===== config.mk =====
export PLATFORM = sky130hd
export DESIGN_NAME = timer_ctrl_flat
export DESIGN_NICKNAME = d
export VERILOG_FILES = /design/src/rtl/timer_ctrl_if.sv /design/src/rtl/timer_ctrl.sv /design/src/flat_wrapper.sv
export SDC_FILE = /design/constraint.sdc
export NUM_CORES = 1
export LEC_CHECK = 0
export ABC_CLOCK_PERIOD_IN_PS = 1500
export BUFFER_PORTS_ARGS = -buffer_cell sky130_fd_sc_hd__buf_2
export CORE_UTILIZATION = 49
export DETAILED_ROUTE_END_ITERATION = 10
export PLACE_DENSITY = 0.8
export REMOVE_ABC_BUFFERS = 1
export SLEW_MARGIN = 30
export SYNTH_ARGS = -nofsm -noshare
export SYNTH_HDL_FRONTEND = slang
export SYNTH_SLANG_ARGS = --single-unit

===== constraint.sdc =====
create_clock -name sys_clk -period 1.5 [get_ports sys_clk]
set_input_delay 0.075 -clock sys_clk [delete_from_list [all_inputs] [get_ports sys_clk]]
set_output_delay 0.075 -clock sys_clk [all_outputs]
set_load 0.005 [all_outputs]

===== src/rtl/timer_ctrl_if.sv =====
//------------------------------------------------------------------------------
// Module      : timer_ctrl_if
// Description : Register write bus feeding the timer control block.
// Revision    : 1.0 - initial release
//------------------------------------------------------------------------------
`default_nettype none

interface timer_ctrl_if;
   logic [31:0] wdata;
   logic        ctrl_wr;
   logic        tdr_lo_wr;
   logic        tdr_hi_wr;
   logic        cmp_lo_wr;
   logic        cmp_hi_wr;
   logic        int_clr_wr;

   modport master (
      output wdata, ctrl_wr, tdr_lo_wr, tdr_hi_wr, cmp_lo_wr, cmp_hi_wr, int_clr_wr
   );
   modport slave (
      input  wdata, ctrl_wr, tdr_lo_wr, tdr_hi_wr, cmp_lo_wr, cmp_hi_wr, int_clr_wr
   );
endinterface

`default_nettype wire


===== src/rtl/timer_ctrl.sv =====
//------------------------------------------------------------------------------
// Module      : timer_ctrl
// Description : Control/sequencing for the 64-bit timer counter: shadowed TDR
//               and compare, prescaler setup, debug-halt handshake, match IRQ.
//               Optional macro PERIODIC_RELOAD_EN: reload counter on match.
// Revision    : 1.0 - initial release
//------------------------------------------------------------------------------
`default_nettype none

module timer_ctrl #(
   parameter int CNT_W = 64,
   parameter int DIV_W = 8
) (
   input  wire                sys_clk,
   input  wire                sys_rst_n,
   timer_ctrl_if.slave        bus,
   input  wire                dbg_mode,
   input  wire  [CNT_W-1:0]   cnt,
   output logic [CNT_W-1:0]   TDR,
   output logic               TDR_sel,
   output logic               timer_en,
   output logic               div_en,
   output logic [DIV_W-1:0]   clk_div,
   output logic               halt_req,
   output logic               halt_ack,
   output logic               int_st,
   output logic               tim_int
);

   localparam logic [1:0] S_RUN       = 2'd0;
   localparam logic [1:0] S_HALT_WAIT = 2'd1;
   localparam logic [1:0] S_HALTED    = 2'd2;

   logic               r_timer_en;
   logic               r_div_en;
   logic               r_int_en;
   logic               r_halt_en;
   logic [DIV_W-1:0]   r_clk_div;
   logic [31:0]        r_tdr_lo;
   logic [31:0]        r_cmp_lo;
   logic [CNT_W-1:0]   r_tdr;
   logic [CNT_W-1:0]   r_cmp;
   logic               r_tdr_sel;
   logic               r_match_d;
   logic               r_int_st;
   logic [1:0]         r_state;
   logic [1:0]         w_state_nxt;
   logic               w_match_now;
   logic               w_match_rise;
   logic               w_halt_cond;
   logic               w_reload_pulse;
   logic [31:0]        w_tdr_lo_next;
   logic [31:0]        w_cmp_lo_next;

   assign w_match_now  = r_timer_en & (cnt == r_cmp);
   assign w_match_rise = w_match_now & ~r_match_d;
   assign w_halt_cond  = dbg_mode & r_halt_en & r_timer_en;

   // A same-cycle lo+hi write commits the fresh low word, not the old shadow.
   assign w_tdr_lo_next = bus.tdr_lo_wr ? bus.wdata : r_tdr_lo;
   assign w_cmp_lo_next = bus.cmp_lo_wr ? bus.wdata : r_cmp_lo;

`ifdef PERIODIC_RELOAD_EN
   logic r_auto_reload;

   always_ff @(posedge sys_clk or negedge sys_rst_n) begin
      if (!sys_rst_n) begin
         r_auto_reload <= 1'b0;
      end else if (bus.ctrl_wr) begin
         r_auto_reload <= bus.wdata[4];
      end
   end

   assign w_reload_pulse = w_match_rise & r_auto_reload;
`else
   assign w_reload_pulse = 1'b0;
`endif

   always_ff @(posedge sys_clk or negedge sys_rst_n) begin
      if (!sys_rst_n) begin
         r_timer_en <= 1'b0;
         r_div_en   <= 1'b0;
         r_int_en   <= 1'b0;
         r_halt_en  <= 1'b0;
         r_clk_div  <= '0;
      end else if (bus.ctrl_wr) begin
         r_timer_en <= bus.wdata[0];
         r_int_en   <= bus.wdata[2];
         r_halt_en  <= bus.wdata[3];
         // Prescaler setup is frozen while the timer runs.
         if (!r_timer_en) begin
            r_div_en  <= bus.wdata[1];
            r_clk_div <= bus.wdata[8 +: DIV_W];
         end
      end
   end

   always_ff @(posedge sys_clk or negedge sys_rst_n) begin
      if (!sys_rst_n) begin
         r_tdr_lo  <= '0;
         r_cmp_lo  <= '0;
         r_tdr     <= '0;
         r_cmp     <= '0;
         r_tdr_sel <= 1'b0;
      end else begin
         r_tdr_lo  <= w_tdr_lo_next;
         r_cmp_lo  <= w_cmp_lo_next;
         if (bus.tdr_hi_wr) begin
            r_tdr <= {bus.wdata, w_tdr_lo_next};
         end
         if (bus.cmp_hi_wr) begin
            r_cmp <= {bus.wdata, w_cmp_lo_next};
         end
         r_tdr_sel <= (bus.tdr_hi_wr & r_timer_en) | w_reload_pulse;
      end
   end

   always_ff @(posedge sys_clk or negedge sys_rst_n) begin
      if (!sys_rst_n) begin
         r_match_d <= 1'b0;
         r_int_st  <= 1'b0;
      end else begin
         r_match_d <= w_match_now;
         if (w_match_rise) begin
            r_int_st <= 1'b1;
         end else if (bus.int_clr_wr && bus.wdata[0]) begin
            r_int_st <= 1'b0;
         end
      end
   end

   // HALT_WAIT lasts one cycle so a pending prescaler increment can land.
   always_comb begin
      w_state_nxt = S_RUN;
      case (r_state)
         S_RUN:       w_state_nxt = w_halt_cond ? S_HALT_WAIT : S_RUN;
         S_HALT_WAIT: w_state_nxt = w_halt_cond ? S_HALTED    : S_RUN;
         S_HALTED:    w_state_nxt = w_halt_cond ? S_HALTED    : S_RUN;
         default:     w_state_nxt = S_RUN;
      endcase
   end

   always_ff @(posedge sys_clk or negedge sys_rst_n) begin
      if (!sys_rst_n) begin
         r_state <= S_RUN;
      end else begin
         r_state <= w_state_nxt;
      end
   end

   assign TDR      = r_tdr;
   assign TDR_sel  = r_tdr_sel;
   assign timer_en = r_timer_en;
   assign div_en   = r_div_en;
   assign clk_div  = r_clk_div;
   assign halt_req = (r_state == S_HALT_WAIT) || (r_state == S_HALTED);
   assign halt_ack = (r_state == S_HALTED);
   assign int_st   = r_int_st;
   assign tim_int  = r_int_st & r_int_en;

endmodule

`default_nettype wire

===== src/flat_wrapper.sv =====
// flat-port wrapper written by rule: the top's interface ports become plain ports
module timer_ctrl_flat 
#(
   parameter int CNT_W = 64,
   parameter int DIV_W = 8
)
  (sys_clk, sys_rst_n, dbg_mode, cnt, TDR, TDR_sel, timer_en, div_en, clk_div, halt_req, halt_ack, int_st, tim_int, bus_wdata, bus_ctrl_wr, bus_tdr_lo_wr, bus_tdr_hi_wr, bus_cmp_lo_wr, bus_cmp_hi_wr, bus_int_clr_wr);
  timer_ctrl_if bus_i ();
  input  wire sys_clk;
  input  wire sys_rst_n;
  input  wire dbg_mode;
  input  wire  [CNT_W-1:0] cnt;
  output logic [CNT_W-1:0] TDR;
  output logic TDR_sel;
  output logic timer_en;
  output logic div_en;
  output logic [DIV_W-1:0] clk_div;
  output logic halt_req;
  output logic halt_ack;
  output logic int_st;
  output logic tim_int;
  input wire logic [$bits(bus_i.wdata)-1:0] bus_wdata;
  input wire logic [$bits(bus_i.ctrl_wr)-1:0] bus_ctrl_wr;
  input wire logic [$bits(bus_i.tdr_lo_wr)-1:0] bus_tdr_lo_wr;
  input wire logic [$bits(bus_i.tdr_hi_wr)-1:0] bus_tdr_hi_wr;
  input wire logic [$bits(bus_i.cmp_lo_wr)-1:0] bus_cmp_lo_wr;
  input wire logic [$bits(bus_i.cmp_hi_wr)-1:0] bus_cmp_hi_wr;
  input wire logic [$bits(bus_i.int_clr_wr)-1:0] bus_int_clr_wr;
  assign bus_i.wdata = bus_wdata;
  assign bus_i.ctrl_wr = bus_ctrl_wr;
  assign bus_i.tdr_lo_wr = bus_tdr_lo_wr;
  assign bus_i.tdr_hi_wr = bus_tdr_hi_wr;
  assign bus_i.cmp_lo_wr = bus_cmp_lo_wr;
  assign bus_i.cmp_hi_wr = bus_cmp_hi_wr;
  assign bus_i.int_clr_wr = bus_int_clr_wr;
  timer_ctrl #(.CNT_W(CNT_W), .DIV_W(DIV_W)) u_core (.sys_clk(sys_clk), .sys_rst_n(sys_rst_n), .bus(bus_i), .dbg_mode(dbg_mode), .cnt(cnt), .TDR(TDR), .TDR_sel(TDR_sel), .timer_en(timer_en), .div_en(div_en), .clk_div(clk_div), .halt_req(halt_req), .halt_ack(halt_ack), .int_st(int_st), .tim_int(tim_int));
endmodule

# Word-level counts from Yosys, hierarchy flattened
# Index checks and enable logic that the tools add are counted.
[word_totals]
wordCells = 37
in_bits = 105
reg_bits = 209
output_inout_bits = 79
[classes]
eq_ne = 3
muxes = 7
bitwise = 8
reduce_logical = 6
[ops]
columns = ["operator", "count"]
rows = [
  ["$eq A64 B64 Y1", 1],
  ["$mux W32", 2],
  ["$and A1 B1 Y1", 6],
  ["$pmux W2 S2", 1],
  ["$mux W1", 3],
  ["$eq A2 B1 Y1 const B", 1],
  ["$eq A2 B2 Y1 const B", 1],
  ["$logic_not A2 Y1", 1],
  ["$mux W2", 1],
  ["$not A1 Y1", 2],
  ["$reduce_and A2 Y1", 1],
  ["$reduce_bool A2 Y1", 1],
  ["$reduce_or A2 Y1", 1],
  ["$logic_and A1 B1 Y1", 1],
  ["$logic_or A1 B1 Y1", 1],
]

# Longest topological paths before layout
[depth]
word_depth = 4
ltp_mapped = 5

# Worst setup path after synthesis
# OpenSTA, ideal clock, no wires.
[synth_path]
kind = "register to register"
from = "reg u_core.r_cmp[35]"
to = "reg u_core.r_int_st, in the netlist u_core.int_st"
stages_incl_launch_ff = 6
path_slack_ps = -43
arrival_ps = 1439
required_ps = 1397
n_path_buf = 0
path_cell_list = "dfrtp_1 -> nor2b_1 -> a2111o_1 -> nor4_1 -> nand3_1 -> o41ai_2"
[synth_via]
elab_chain_len = 4
elab_cells_between_ends = 5
classes_between = "1 x eq/ne; 1 x mux; 2 x bitwise; 1 x reduce/logical"
[synth_lines]
columns = ["element", "line_no", "source"]
rows = [
  ["start, declared", "timer_ctrl.sv:42", "logic [CNT_W-1:0] r_cmp;"],
  ["start signal, assigned", "timer_ctrl.sv:112", "r_cmp <= {bus.wdata, w_cmp_lo_next};"],
  ["$eq A64 B64 Y1 *", "timer_ctrl.sv:55", "assign w_match_now = r_timer_en & (cnt == r_cmp);"],
  ["$and A1 B1 Y1 *", "timer_ctrl.sv:55", ""],
  ["$and A1 B1 Y1 *", "timer_ctrl.sv:56", "assign w_match_rise = w_match_now & ~r_match_d;"],
  ["$mux W1 or $reduce_bool A2 Y1 (tied branches)", "n/a", ""],
  ["end signal, assigned", "timer_ctrl.sv:121", "r_int_st <= 1'b0;"],
  ["end signal, assigned", "timer_ctrl.sv:125", "r_int_st <= 1'b1;"],
  ["end signal, assigned", "timer_ctrl.sv:127", "r_int_st <= 1'b0;"],
  ["end, declared", "timer_ctrl.sv:45", "logic r_int_st;"],
]
# Every way passes the cells marked *; elsewhere a longest branch is shown, timed or not.
# A chain may end at the register's enable or synchronous reset.

# Worst setup path in the final report
[layout_path]
from = "reg u_core.r_cmp[18]"
to = "reg u_core.r_int_st, in the netlist u_core.int_st"
# Same word-level chain as after synthesis.

==> results.cfg <==
[status]
outcome = finished with violations
violations = setup timing

[drt]
dr.pass1.iters = 4
drcViolationCount = 0
vias = 5456
ant_nets = 0
first_iter_violations = 195
drt-wirelength-per-cell_um = 18.8
vias_per_cell = 5.20
drt-total-wl_um = 19700

[placed_design]
dp_hpwl_um = 13500
dpl-instance-area_sq_um = 9920
gp_congestion = 0.797
numPortBuffers = 183

[timing]
fin_ws_ns = -0.199
drv_slew = 0
slew_headroom_pct = 68.5
fin_worst_skew_ns = 0.0110
hold_ws_ns = 0.0990
final-setup-viol-count = 2
fin_crit_sh_pct = 113
fmax_ghz = 0.589
period_needed_ns = 1.70
rsz0062_at_grt = yes
timing_hold_violations_final = 0
tightest_slew_ns = 0.467

[floorplanning]
ios = 184
core_area_sq_um = 16800
die_w_um = 134
std_cell_rows = 47
design.die.area_sq_um = 17900
start_util_pct = 50.8
dieHeight_um = 134

[synthesis]
ys_warn_count = 0
synth-simple-area-share_pct = 3.65
muxShareOfSynthArea_pct = 26.1
synth.avg_cell_area_sq_um = 15.1
post_synth_num_cell_types = 31
yosys_register_bits = 209
synthAdderAreaFrac_pct = 0.441
yosysTopAreaCell = dfrtp_1
synth_top_area_share_pct = 61.4
synth_compound_area_share_pct = 1.69
netlist_instances = 562
synth_top_family_by_area = multiplexers
synth_seq_area_share_pct = 61.4
synth_area_leaders = dfrtp_1 (61%), mux2_2 (18%), mux2_1 (7.7%)
synth_xor_xnor_area_share_pct = 5.04
synth.cell_area_sq_um = 8510

[worst_setup_path]
r2r-end = u_core.int_st
end_kind = flip-flop
cp.arrival_ns = 2.08
cp_max_fo = 2
r2r_start = u_core.r_cmp[18]
reg2regPathDepth = 6
cp-start-kind = flip-flop
required_ns = 1.88
path_class = flip-flop to flip-flop
ff2ff_setup_slack_ns = -0.20

[layout]
syn_to_final_growth_pct = 30.9
drive_gt1_share_pct = 48.1
nets = 922
design_area_sq_um = 11100

[hold_path]
min_from = cnt[35]
min_to = u_core.int_st
hold_path_depth = 6
hold_class = primary input to flip-flop

[clock_network]
clock_sinks = 209
cts_root_buf = clkbuf_16
clk_pin_slew_ns = 0.06
htreeDepth = 1
clk_latency_ns = 0.49
cts_max_path_buffers = 3
cts-buffers-inserted = 22
cts_tree = done

[power_and_ir_drop]
power.static_leakage_nw = 5.05
pwr_density_cell_nw_per_um2 = 1260
max-vdd-ir-drop_uv = 929
p_total_mw = 14.0

[grt]
grt-ovfl-total = 0
grt_pass1_wl_um = 31700
grtUsageTotal_pct = 22.8
grt_pass1_vias = 6083
antenna_found_initial = 2
grt_max_degree = 60

[flow_run]
cap_violations = 0
## area by class of cell
class | instances | area (sq um)
fill | 1217 | 5620
antenna | 3 | 7.51
inverter | 11 | 41.3
sequential | 209 | 5230
clock buffer | 31 | 636
clock inverter | 5 | 75.1
multi-input combinational | 318 | 3230
tap | 220 | 275
timing repair buffer | 252 | 1650
## Yosys cell counts (all sizes together)
master	n
a2111o	3
a221o	1
and2	2
buf	10
clkbuf	14
clkinv	1
dfrtp	209
ha	3
inv	10
mux2	197
nand2	9
nand2b	8
nand3	4
nand4	6
nor2	1
nor2b	9
nor3	1
nor3b	1
nor4	10
o2111ai	2
o21ai	8
o221ai	2
o2bb2ai	1
o41ai	1
xnor2	24
xor2	25
## worst max-delay path: stages, from the launching register on
cell     delay (ns)
dfrtp_1        0.40
xor2_1         0.17
nor4_1         0.27
buf_4          0.16
nand4_1        0.11
buf_6          0.16
o41ai_2        0.32
## where the power goes
group | switching, mW | internal, mW
combinational | 0.918 | 1.14
sequential | 0.327 | 6.30
clock | 2.08 | 3.27
total | 3.32 | 10.7
## metal layers
| metal | wire length (um) | vias to the layer above | track usage, % |
|---|---|---|---|
| met4 | 490 | 0 | 6.38 |
| li1 | - | 2496 | - |
| met5 | 0 | - | 0 |
| met3 | 1110 | 34 | 5.14 |
| met2 | 9950 | 166 | 40.2 |
| met1 | 8130 | 2760 | 28.1 |
## through the flow
stage          setup slack [ns]  util, %  cells  TNS (ns)
4_1_cts                  -0.223     66.2   1044    -0.290
3_5_place_dp             -0.454     59.2    968    -0.895
6_report                 -0.199     66.5   1049    -0.394
3_3_place_gp             -0.395     59.2    968    -0.789
2_1_floorplan           -0.0425        -    538   -0.0425
5_1_grt                  -0.282     66.4   1046    -0.559
## worst max-delay path by stage
stage	startpoint	to	slack [ns]
global placement	u_core.r_cmp[39]	u_core.int_st	-0.39
finish	u_core.r_cmp[18]	u_core.int_st	-0.20
floorplan	u_core.r_cmp[35]	u_core.int_st	-0.04
CTS	u_core.r_cmp[9]	u_core.int_st	-0.22
global route	u_core.r_cmp[18]	u_core.int_st	-0.28
detailed placement	u_core.r_cmp[39]	u_core.int_st	-0.45
## flip-flops by register name, indices dropped and copies added (netlist names)
register,cells
u_core.r_cmp_lo,32
u_core.div_en,1
u_core.r_tdr_lo,32
u_core.clk_div,8
u_core.r_int_en,1
u_core.int_st,1
u_core.r_cmp,64
u_core.TDR,64
u_core.timer_en,1
u_core.TDR_sel,1
u_core.r_state,2
u_core.r_halt_en,1
u_core.r_match_d,1
## layout by cell type, fill, tap and decap left out, drive strengths merged
master       netlist  layout
dlygate4sd3        0      38
clkinv             1       4
clkbuf            14      31
nand2b             8       8
nor4              10      10
diode              0       3
buf               10     214
a221o              1       1
bufinv             0       2
dfrtp            209     209
nand4              6       6
nor2b              9       9
and2               2       2
mux2             197     197
nand3              4       4
o21ai              8       8
nand2              9       9
nor3b              1       1
nor2               1       1
o2111ai            2       2
xnor2             24      24
inv               10      10
ha                 3       3
a2111o             3       3
o41ai              1       1
nor3               1       1
xor2              25      25
o2bb2ai            1       1
o221ai             2       2
## cells by family (layout without fill, tap and decap cells)
logic type / Yosys count / count (layout)
AOI/OAI and AO/OA: 18 / 18
xor gates and xnor gates: 49 / 49
adders and majority gates: 3 / 3
buffers and inverters: 35 / 299
DFF: 209 / 209
muxes: 197 / 197
other: 0 / 3
and+or+nand+nor: 51 / 51
## repair_timing
item,CTS,global route
endpoints found under the hold margin,359,0
setup buffers,2,2
hold buffers,38,0
setup endpoints to repair,2,2
resized for setup,10,6
pin swaps,15,8
(Power assumes the default switching activity.)
